===== config.mk =====
export PLATFORM = sky130hd
export DESIGN_NAME = sd_tx_ctrl_flat
export DESIGN_NICKNAME = d
export VERILOG_FILES = /design/src/rtl/sd_tx_ctrl_if.sv /design/src/rtl/sd_tx_ctrl.sv /design/src/flat_wrapper.sv
export SDC_FILE = /design/constraint.sdc
export NUM_CORES = 1
export LEC_CHECK = 0
export ABC_AREA = 1
export BUFFER_PORTS_ARGS = -buffer_cell sky130_fd_sc_hd__buf_2
export CAP_MARGIN = 25
export CORE_ASPECT_RATIO = 0.9
export CORE_MARGIN = 4
export CORE_UTILIZATION = 35
export CTS_BUF_LIST = sky130_fd_sc_hd__clkbuf_2
export DETAILED_ROUTE_END_ITERATION = 8
export PLACE_DENSITY_LB_ADDON = 0.3
export SYNTH_ARGS = -nofsm -noshare
export SYNTH_HDL_FRONTEND = slang
export SYNTH_SLANG_ARGS = --single-unit
export TNS_END_PERCENT = 1

===== constraint.sdc =====
create_clock -name clk -period 4.55 [get_ports clk]
set_clock_uncertainty 0.05 [all_clocks]
set_input_delay 0.2275 -clock clk [delete_from_list [all_inputs] [get_ports clk]]
set_output_delay 0.2275 -clock clk [all_outputs]
set_load 0.01 [all_outputs]

===== src/rtl/sd_tx_ctrl_if.sv =====
// sd_tx_ctrl_if: upstream payload byte stream (valid/ready) feeding the SD write sequencer
interface sd_tx_ctrl_if;
    logic [7:0] wr_byte;
    logic       wr_valid;
    logic       wr_ready;
    modport master (output wr_byte, output wr_valid, input wr_ready);
    modport slave  (input wr_byte, input wr_valid, output wr_ready);
endinterface


===== src/rtl/sd_tx_ctrl.sv =====
// sd_tx_ctrl: sequences SD command frames and write blocks into the command/data shifters (SD_CRC7_EN computes CRC7 internally)
module sd_tx_ctrl #(
    parameter int BLOCK_BYTES = 512
) (
    input  logic               clk,
    input  logic               rst,
    input  logic               rising_edge_sclk_i,
    input  logic               cmd_start_i,
    input  logic [5:0]         cmd_index_i,
    input  logic [31:0]        cmd_arg_i,
    input  logic [6:0]         cmd_crc_i,
    input  logic               blk_start_i,
    sd_tx_ctrl_if.slave        wr_if,
    output logic               load_command_o,
    output logic               shift_command_o,
    output logic               load_data_o,
    output logic               shift_data_o,
    output logic [47:0]        command_o,
    output logic [7:0]         data_o,
    output logic               sclk_en_o,
    output logic               busy_o,
    output logic               cmd_done_o,
    output logic               blk_done_o
);
    localparam int IW = $clog2(BLOCK_BYTES + 4);
    localparam logic [IW-1:0] PAY_LAST = IW'(BLOCK_BYTES);
    localparam logic [IW-1:0] LAST_IDX = IW'(BLOCK_BYTES + 2);

    typedef enum logic [2:0] {IDLE, CMD_LOAD, CMD_SHIFT, DATA_FETCH, DATA_LOAD, DATA_SHIFT} state_t;

    state_t        state_q, state_d;
    logic [5:0]    bit_cnt_q, bit_cnt_d;
    logic [IW-1:0] byte_idx_q, byte_idx_d;
    logic [47:0]   command_q, command_d;
    logic [7:0]    data_q, data_d;
    logic          cmd_done_q, cmd_done_d;
    logic          blk_done_q, blk_done_d;
    logic [6:0]    crc7;
    logic          payload;

`ifdef SD_CRC7_EN
    logic unused_cmd_crc;

    function automatic logic [6:0] crc7_calc(input logic [39:0] msg);
        logic [6:0] c;
        logic       fb;
        c = '0;
        for (int i = 39; i >= 0; i--) begin
            fb = msg[i] ^ c[6];
            c  = {c[5:0], 1'b0} ^ (fb ? 7'h09 : 7'h00);
        end
        return c;
    endfunction

    assign crc7 = crc7_calc({2'b01, cmd_index_i, cmd_arg_i});
    assign unused_cmd_crc = ^cmd_crc_i;
`else
    assign crc7 = cmd_crc_i;
`endif

    // payload indices are 1..BLOCK_BYTES; 0 is the start token, the last two are CRC bytes
    assign payload         = (byte_idx_q != '0) && (byte_idx_q <= PAY_LAST);
    assign wr_if.wr_ready  = (state_q == DATA_FETCH) && payload;
    assign load_command_o  = state_q == CMD_LOAD;
    assign shift_command_o = state_q == CMD_SHIFT;
    assign load_data_o     = state_q == DATA_LOAD;
    assign shift_data_o    = state_q == DATA_SHIFT;
    assign sclk_en_o       = shift_command_o || shift_data_o;
    assign busy_o          = state_q != IDLE;
    assign command_o       = command_q;
    assign data_o          = data_q;
    assign cmd_done_o      = cmd_done_q;
    assign blk_done_o      = blk_done_q;

    // next-state: SCLK edges only count in the shift states, fetch stalls until upstream has a byte
    always_comb begin
        state_d    = state_q;
        bit_cnt_d  = bit_cnt_q;
        byte_idx_d = byte_idx_q;
        command_d  = command_q;
        data_d     = data_q;
        cmd_done_d = 1'b0;
        blk_done_d = 1'b0;
        case (state_q)
            IDLE: begin
                if (cmd_start_i) begin
                    command_d = {2'b01, cmd_index_i, cmd_arg_i, crc7, 1'b1};
                    state_d   = CMD_LOAD;
                end else if (blk_start_i) begin
                    data_d     = 8'hFE;
                    byte_idx_d = '0;
                    state_d    = DATA_LOAD;
                end
            end
            CMD_LOAD: begin
                bit_cnt_d = '0;
                state_d   = CMD_SHIFT;
            end
            CMD_SHIFT: begin
                if (rising_edge_sclk_i) begin
                    bit_cnt_d = bit_cnt_q + 6'd1;
                    if (bit_cnt_q == 6'd47) begin
                        state_d    = IDLE;
                        cmd_done_d = 1'b1;
                    end
                end
            end
            DATA_LOAD: begin
                bit_cnt_d = '0;
                state_d   = DATA_SHIFT;
            end
            DATA_SHIFT: begin
                if (rising_edge_sclk_i) begin
                    bit_cnt_d = bit_cnt_q + 6'd1;
                    if (bit_cnt_q == 6'd7) begin
                        byte_idx_d = byte_idx_q + 1'b1;
                        state_d    = (byte_idx_q == LAST_IDX) ? IDLE : DATA_FETCH;
                        blk_done_d = byte_idx_q == LAST_IDX;
                    end
                end
            end
            DATA_FETCH: begin
                if (!payload) begin
                    data_d  = 8'hFF;
                    state_d = DATA_LOAD;
                end else if (wr_if.wr_valid) begin
                    data_d  = wr_if.wr_byte;
                    state_d = DATA_LOAD;
                end
            end
            default: state_d = IDLE;
        endcase
    end

    // state and datapath registers; reset aborts any transfer without a done pulse
    always_ff @(posedge clk) begin
        if (rst) begin
            state_q    <= IDLE;
            bit_cnt_q  <= '0;
            byte_idx_q <= '0;
            command_q  <= '0;
            data_q     <= '0;
            cmd_done_q <= 1'b0;
            blk_done_q <= 1'b0;
        end else begin
            state_q    <= state_d;
            bit_cnt_q  <= bit_cnt_d;
            byte_idx_q <= byte_idx_d;
            command_q  <= command_d;
            data_q     <= data_d;
            cmd_done_q <= cmd_done_d;
            blk_done_q <= blk_done_d;
        end
    end
endmodule


===== src/flat_wrapper.sv =====
// flat-port wrapper written by rule: the top's interface ports become plain ports
module sd_tx_ctrl_flat 
#(
    parameter int BLOCK_BYTES = 512
)
  (clk, rst, rising_edge_sclk_i, cmd_start_i, cmd_index_i, cmd_arg_i, cmd_crc_i, blk_start_i, load_command_o, shift_command_o, load_data_o, shift_data_o, command_o, data_o, sclk_en_o, busy_o, cmd_done_o, blk_done_o, wr_if_wr_byte, wr_if_wr_valid, wr_if_wr_ready);
  sd_tx_ctrl_if wr_if_i ();
  input  logic clk;
  input  logic rst;
  input  logic rising_edge_sclk_i;
  input  logic cmd_start_i;
  input  logic [5:0] cmd_index_i;
  input  logic [31:0] cmd_arg_i;
  input  logic [6:0] cmd_crc_i;
  input  logic blk_start_i;
  output logic load_command_o;
  output logic shift_command_o;
  output logic load_data_o;
  output logic shift_data_o;
  output logic [47:0] command_o;
  output logic [7:0] data_o;
  output logic sclk_en_o;
  output logic busy_o;
  output logic cmd_done_o;
  output logic blk_done_o;
  input wire logic [$bits(wr_if_i.wr_byte)-1:0] wr_if_wr_byte;
  input wire logic [$bits(wr_if_i.wr_valid)-1:0] wr_if_wr_valid;
  output wire logic [$bits(wr_if_i.wr_ready)-1:0] wr_if_wr_ready;
  assign wr_if_i.wr_byte = wr_if_wr_byte;
  assign wr_if_i.wr_valid = wr_if_wr_valid;
  assign wr_if_wr_ready = wr_if_i.wr_ready;
  sd_tx_ctrl #(.BLOCK_BYTES(BLOCK_BYTES)) u_core (.clk(clk), .rst(rst), .rising_edge_sclk_i(rising_edge_sclk_i), .cmd_start_i(cmd_start_i), .cmd_index_i(cmd_index_i), .cmd_arg_i(cmd_arg_i), .cmd_crc_i(cmd_crc_i), .blk_start_i(blk_start_i), .wr_if(wr_if_i), .load_command_o(load_command_o), .shift_command_o(shift_command_o), .load_data_o(load_data_o), .shift_data_o(shift_data_o), .command_o(command_o), .data_o(data_o), .sclk_en_o(sclk_en_o), .busy_o(busy_o), .cmd_done_o(cmd_done_o), .blk_done_o(blk_done_o));
endmodule

== Yosys cells after proc, flatten, opt, wreduce, memory -nomap -nowiden ==
Index checks and enable logic that the tools add are counted.
Widths: inputs -> output; s select.

* Add/sub/neg operators: 2
* Multiply operators: 0
* Div/mod/pow operators: 0
* Order comparisons: 1
* Equal/unequal tests: 17
* Shifts and indexed selects: 0
* Muxes and demuxes: 23
* Bitwise gates (word level): 4
* Reductions and logical operators: 18

{| class="wikitable"
|+ Operators with widths
! kind !! count
|-
| $mux 10 || 4
|-
| $mux 8 || 4
|-
| $mux 3 || 8
|-
| $pmux 10 s2 || 1
|-
| $pmux 3 s6 || 1
|-
| $pmux 8 s2 || 1
|-
| $ne 2x2->1 const B || 6
|-
| $pmux 6 s2 || 1
|-
| $add 10x1->10 const B || 1
|-
| $eq 10x10->1 const B || 1
|-
| $le 10x10->1 const B || 1
|-
| $reduce_bool 10->1 || 1
|-
| $add 6x1->6 const B || 1
|-
| $eq 3x2->1 const B || 2
|-
| $eq 3x3->1 const B || 2
|-
| $eq 6x3->1 const B || 1
|-
| $eq 6x6->1 const B || 1
|-
| $mux 6 || 1
|-
| $ne 3x3->1 const B || 2
|-
| $reduce_and 6->1 || 1
|-
| $reduce_bool 2->1 || 3
|-
| $reduce_and 5->1 || 1
|-
| $not 1->1 || 4
|-
| $reduce_and 2->1 || 2
|-
| 12 further kinds || 14
|}

* Flip-flop bits (word level): 76
* Latch bits: 0
* Bits in writable memories: 0
* ROM bits: 0
* Input port bits: 59
* Output and inout bits: 65
* Logic and storage cells: 72
* Memories: 0

== Logic depth before layout (Yosys ltp) ==
* Word-level depth: 5
* Gate-level depth with buffers: 12
* Depth with buffers taken out: 11

== Worst setup path before layout ==
Ideal clock, no wire load.

* Path kind: reg2reg
* From: register u_core.byte_idx_q[0]
* To: register u_core.data_q[0], in the netlist u_core.data_o[0]
* Data arrival time: 1.436 ns
* Required time: 4.387 ns
* Slack: 2.952 ns
* Stages on the path, launching flop included: 11
* Buffers on the path: 1
* Clock period less this slack: 1.598 ns
* Cell sequence: dfxtp_1 -> inv_1 -> ha_1 -> inv_1 -> nor2_1 -> nand3_2 -> nand3_4 -> nand2_4 -> buf_6 -> nor2_1 -> nor2_1

* Longest elaborated chain between the ends: 4
* Elaborated cells between the ends (all ways): 7
* Those cells by class: 1 x order compare; 1 x eq/ne; 2 x mux; 3 x reduce/logical

{| class="wikitable"
|+ Ends and longest elaborated chain
! what !! line !! RTL
|-
| from (decl) || sd_tx_ctrl.sv:33 || <nowiki>logic [IW-1:0] byte_idx_q, byte_idx_d;</nowiki>
|-
| from (signal assigned) || sd_tx_ctrl.sv:148 || <nowiki>byte_idx_q <= byte_idx_d;</nowiki>
|-
| $le 10x10->1 / $reduce_bool 10->1 (equally long branches) || sd_tx_ctrl.sv:62 || <nowiki>assign payload = (byte_idx_q != '0) && (byte_idx_q <= PAY_LAST);</nowiki>
|-
| $logic_and 1x1->1 (*) || sd_tx_ctrl.sv:62 ||
|-
| $ne 3x3->1 (no line) / $mux 8 (equally long branches) || - ||
|-
| $reduce_and 4->1 (no line) / $pmux 8 s2 (equally long branches) || - ||
|-
| to (signal assigned) || sd_tx_ctrl.sv:150 || <nowiki>data_q <= data_d;</nowiki>
|-
| to (decl) || sd_tx_ctrl.sv:35 || <nowiki>logic [7:0] data_q, data_d;</nowiki>
|}

Every way passes the cells marked *; elsewhere a longest branch is shown, timed or not.
A chain may end at the register's enable or synchronous reset.

== Worst setup path after layout ==
* From: register u_core.state_q[0]
* To: register u_core.data_q[1], in the netlist u_core.data_o[1]

* Longest elaborated chain between the ends: 3
* Elaborated cells between the ends (all ways): 8
* Those cells by class: 4 x eq/ne; 1 x mux; 3 x reduce/logical

{| class="wikitable"
|+ Ends and longest elaborated chain
! what !! line !! RTL
|-
| from (decl) || sd_tx_ctrl.sv:31 || <nowiki>state_t state_q, state_d;</nowiki>
|-
| from (signal assigned) || sd_tx_ctrl.sv:146 || <nowiki>state_q <= state_d;</nowiki>
|-
| $eq 3x2->1 / $logic_not 3->1 (equally long branches) || sd_tx_ctrl.sv:84 || <nowiki>case (state_q)</nowiki>
|-
| $ne 3x3->1 (no line) (tied with other cells) || - ||
|-
| $reduce_and 4->1 (no line) || - ||
|}

Several ways; a longest one is shown, not always the timed one.

==> results by group <==
Synthesis
  – Synth Area per Inst: ~6.8 um2
  – Count leader, synth: nor2_1
  – Adder-cell share of the synthesized area: 1.47%
  – XOR/XNOR Fraction of Synth Area: 0.257%
  – Synth Area in Compound Gates: 10.3%
  – EDFF count, synth: 0
  – Flop and latch count out of synthesis: 75
  – Synth Instances: ~500
  – Main combinational cell family by area after synthesis: simple AND/OR/NAND/NOR gates
  – Post-synthesis mux area share: 0%
  – Main flop type after synthesis: dfxtp_1
  – Synth cell count leaders: nor2_1, nand2_1, dfxtp_1
  – Post-Synth Simple-Gate Area: around a third
  – Async SR Flop Fraction: 0%
  – Synthesized cell area: approximately 3400 um2
  – Post-synth top area cell: dfxtp_1
  – Top cells by area, synth: dfxtp_1, nor2_1, nand2_1, o21ai_0, inv_1
  – Synth warn: 0
  – Post-synthesis sequential area ratio: between 40 and 50%
  – Distinct cells, synth: 29
  – Yosys top cell area share: approximately 44%
  – Post-Syn Nets: ~570

Worst setup path
  – Register-to-register path setup slack: 1.91 ns
  – RR Endpoint: u_core.data_o[1]
  – CP required: approximately 4.9 ns
  – Worst Reg2Reg Path Length in Cells: 9
  – Worst Setup SP: u_core.state_q[0]
  – Startpoint Class: flop
  – Critical path depth: 9
  – CP Capture Type: flop
  – Worst Setup EP: u_core.data_o[1]
  – Crit path max-delay family: simple AND/OR/NAND/NOR gates
  – Reg-to-Reg Start: u_core.state_q[0]
  – Most frequent cell on the critical path: nand2_1
  – Crit-path max FO: 48
  – CP bufs+invs: 2
  – Crit path kind: flop to flop
  – Slowest cell on the critical path: nand2_2
  – CP peak stage delay: between 0.5 and 0.6 ns
  – Crit-path cells: nor2_4 -> nand2_2 -> inv_1 -> buf_4 -> a21oi_2 -> nand2_4 -> nand2_1 -> nand2_1 -> nor2_1
  – Worst EP arrival: slightly above 3 ns

Floorplan
  – Die Y-Extent: slightly above 100 um
  – Io pins: around 120
  – # rows: 33
  – Initial Utilization: ~37%
  – Die X-Extent: between 100 and 150 um
  – Die ar.: 11,400 um2
  – Core ar.: roughly 9300 um2

Cells and area
  – # diodes: 0
  – Nets@finish: 733
  – Ratio of cells with drive above 1 in the final layout: a little under a quarter
  – Non-Filler Instances: ~800
  – Layout overhead on the synthesized area: 38.8%
  – Final Core Density: between 50% and 60%

STA
  – Rel. slew slack: between 50% and 60%
  – Worst setup margin: approximately 1.9 ns
  – Final Hold Fails: 0
  – Slew Limit Fails: 0
  – Max Fclk: around 380 MHz
  – Setup-failing EPs final: 0
  – Worst Max-Slew Pin Slew: between 0.7 and 0.8 ns
  – Final min period: 2.64 ns
  – Setup TNS: 0 ns
  – RSZ-0062 raised after global routing: false
  – Final Cycle Share: between 50% and 60%

Route
  – Vias per inst: about 4.6
  – TritonRoute pass-1 iters: 4
  – DR WL/cell: 12.1 um
  – Via count: 3,661
  – Remaining DRCs: 0
  – DRC marker count from the first detailed-route iteration: 195
  – DRT Wirelength: 9630 um
  – ANT nets after route: 0

Clock tree
  – Clock-pin slew on the worst setup and hold paths: 0.20 ns
  – TritonCTS Buffers: 9
  – CTS tree: done
  – Post-CTS Repair Setup Buffers: 0
  – Post_cts resized: 0
  – Clock tree buffer depth: 2
  – H-tree levels: 3
  – Root Driver: clkbuf_2
  – Post-CTS Hold Fix Bufs: 53
  – Clk sinks: 75
  – Clk_lat worst skew: a little under 0.5 ns

GRT
  – Largest net degree at the start of global routing: 56
  – Vias in the first global route: 3,346
  – First-pass GRT wire length: 15,400 um
  – Total gr overflow: 0
  – Antenna violations before repair: 0
  – GRT Resource Usage Total: between 10% and 20%

Place
  – Buffers added on ports: between 100 and 150
  – Hpwl dp: 6650 um
  – Worst slack, placed: slightly below 2 ns
  – GPL Wtd Cong: between 0.8 and 0.9
  – Placed Instances: roughly 730

Pwr
  – Worst VDD drop: 0.310 mV
  – Pwr/cell area: 524 nW/um2
  – Leak: 2.36 nW

Run status
  – Run status: complete, no violations

Flow run
  – Max Cap Violations: 0

Worst hold path
  – Hold WC Path Type: primary input to flop
==> stage by stage <==
stage	hold slack [ns]	total power [mW]	area [um2]
floorplan	0.332	1.75	3410
global placement	0.413	2.06	4080
detailed placement	0.419	2.09	4080
CTS	0.00990	2.51	4730
global route	0.0570	2.70	4730
finish	0.0670	2.48	4730
==> metal layers <==
layer	wire length, um	global-route usage, %	up-vias	part of all wire (%)
met5	0	0	-	0
met4	180	6.56	0	1.9
met3	637	4.90	18	6.6
met2	4660	27.8	126	48
met1	4150	20.0	1611	43
li1	-	-	1906	-
==> cells in the final DEF, fill, tap and decap left out, drive strengths merged <==
master       Yosys  layout
nor2           151     151
buf             11     124
nand2           83      83
dfxtp           75      75
inv             57      59
dlygate4sd3      0      53
o21ai           53      53
nand3           23      23
a21oi           14      14
nand4           10      10
clkbuf          10       9
nor3             7       7
ha               4       4
clkinv           0       4
xor2             1       1
o31ai            1       1
or3              1       1
nor4             1       1
conb             1       1
bufinv           0       1
==> power by group <==
part / internal (mW) / switching (mW)
Combinational: 0.411 / 0.731
Sequential: 0.840 / 0.119
Clock: 0.131 / 0.244
==> cells by family (layout without fill, tap and decap cells) <==
| family | count (synthesis) | in the layout |
|---|---|---|
| simple gates | 276 | 276 |
| buf+inv | 78 | 250 |
| flops | 75 | 75 |
| compound gates | 68 | 68 |
| fa+ha+maj | 4 | 4 |
| other cells | 1 | 1 |
| xor+xnor | 1 | 1 |
==> sequential cells by signal, summed over array words and instances, names as in the netlist <==
signal / cells
u_core.command_o: 46
u_core.data_o: 8
u_core.cmd_done_o: 1
u_core.blk_done_o: 1
u_core.state_q: 3
u_core.byte_idx_q: 10
u_core.bit_cnt_q: 6
==> how the worst min path moves through the flow <==
stage                                 to  cells past startpoint  slack, ns            startpoint
floorplan              u_core.cmd_done_o                      2       0.33    rising_edge_sclk_i
global placement    u_core.command_o[18]                      2       0.41  u_core.command_o[18]
detailed placement  u_core.command_o[27]                      2       0.42  u_core.command_o[27]
CTS                     u_core.data_o[6]                      5       0.01      wr_if_wr_byte[6]
global route            u_core.data_o[6]                      5       0.06      wr_if_wr_byte[6]
finish                  u_core.data_o[6]                      5       0.07      wr_if_wr_byte[6]
==> cell type report <==
| cell class | count | area [um2] |
|---|---|---|
| fill | 930 | 4560 |
| multi-input combinational | 350 | 1580 |
| timing repair buffer | 177 | 1160 |
| clock buffer | 9 | 45.0 |
| inverter | 57 | 214 |
| sequential | 75 | 1500 |
| clock inverter | 7 | 75.1 |
| tap | 122 | 153 |
==> worst reg2reg max path, stage by stage, from the launching register on <==
cell	delay [ns]
dfxtp_1	0.51
nor2_4	0.10
nand2_2	0.55
inv_1	0.43
buf_4	0.36
a21oi_2	0.21
nand2_4	0.14
nand2_1	0.09
nand2_1	0.05
nor2_1	0.10
Note: power is estimated with default switching activity, not from simulation.
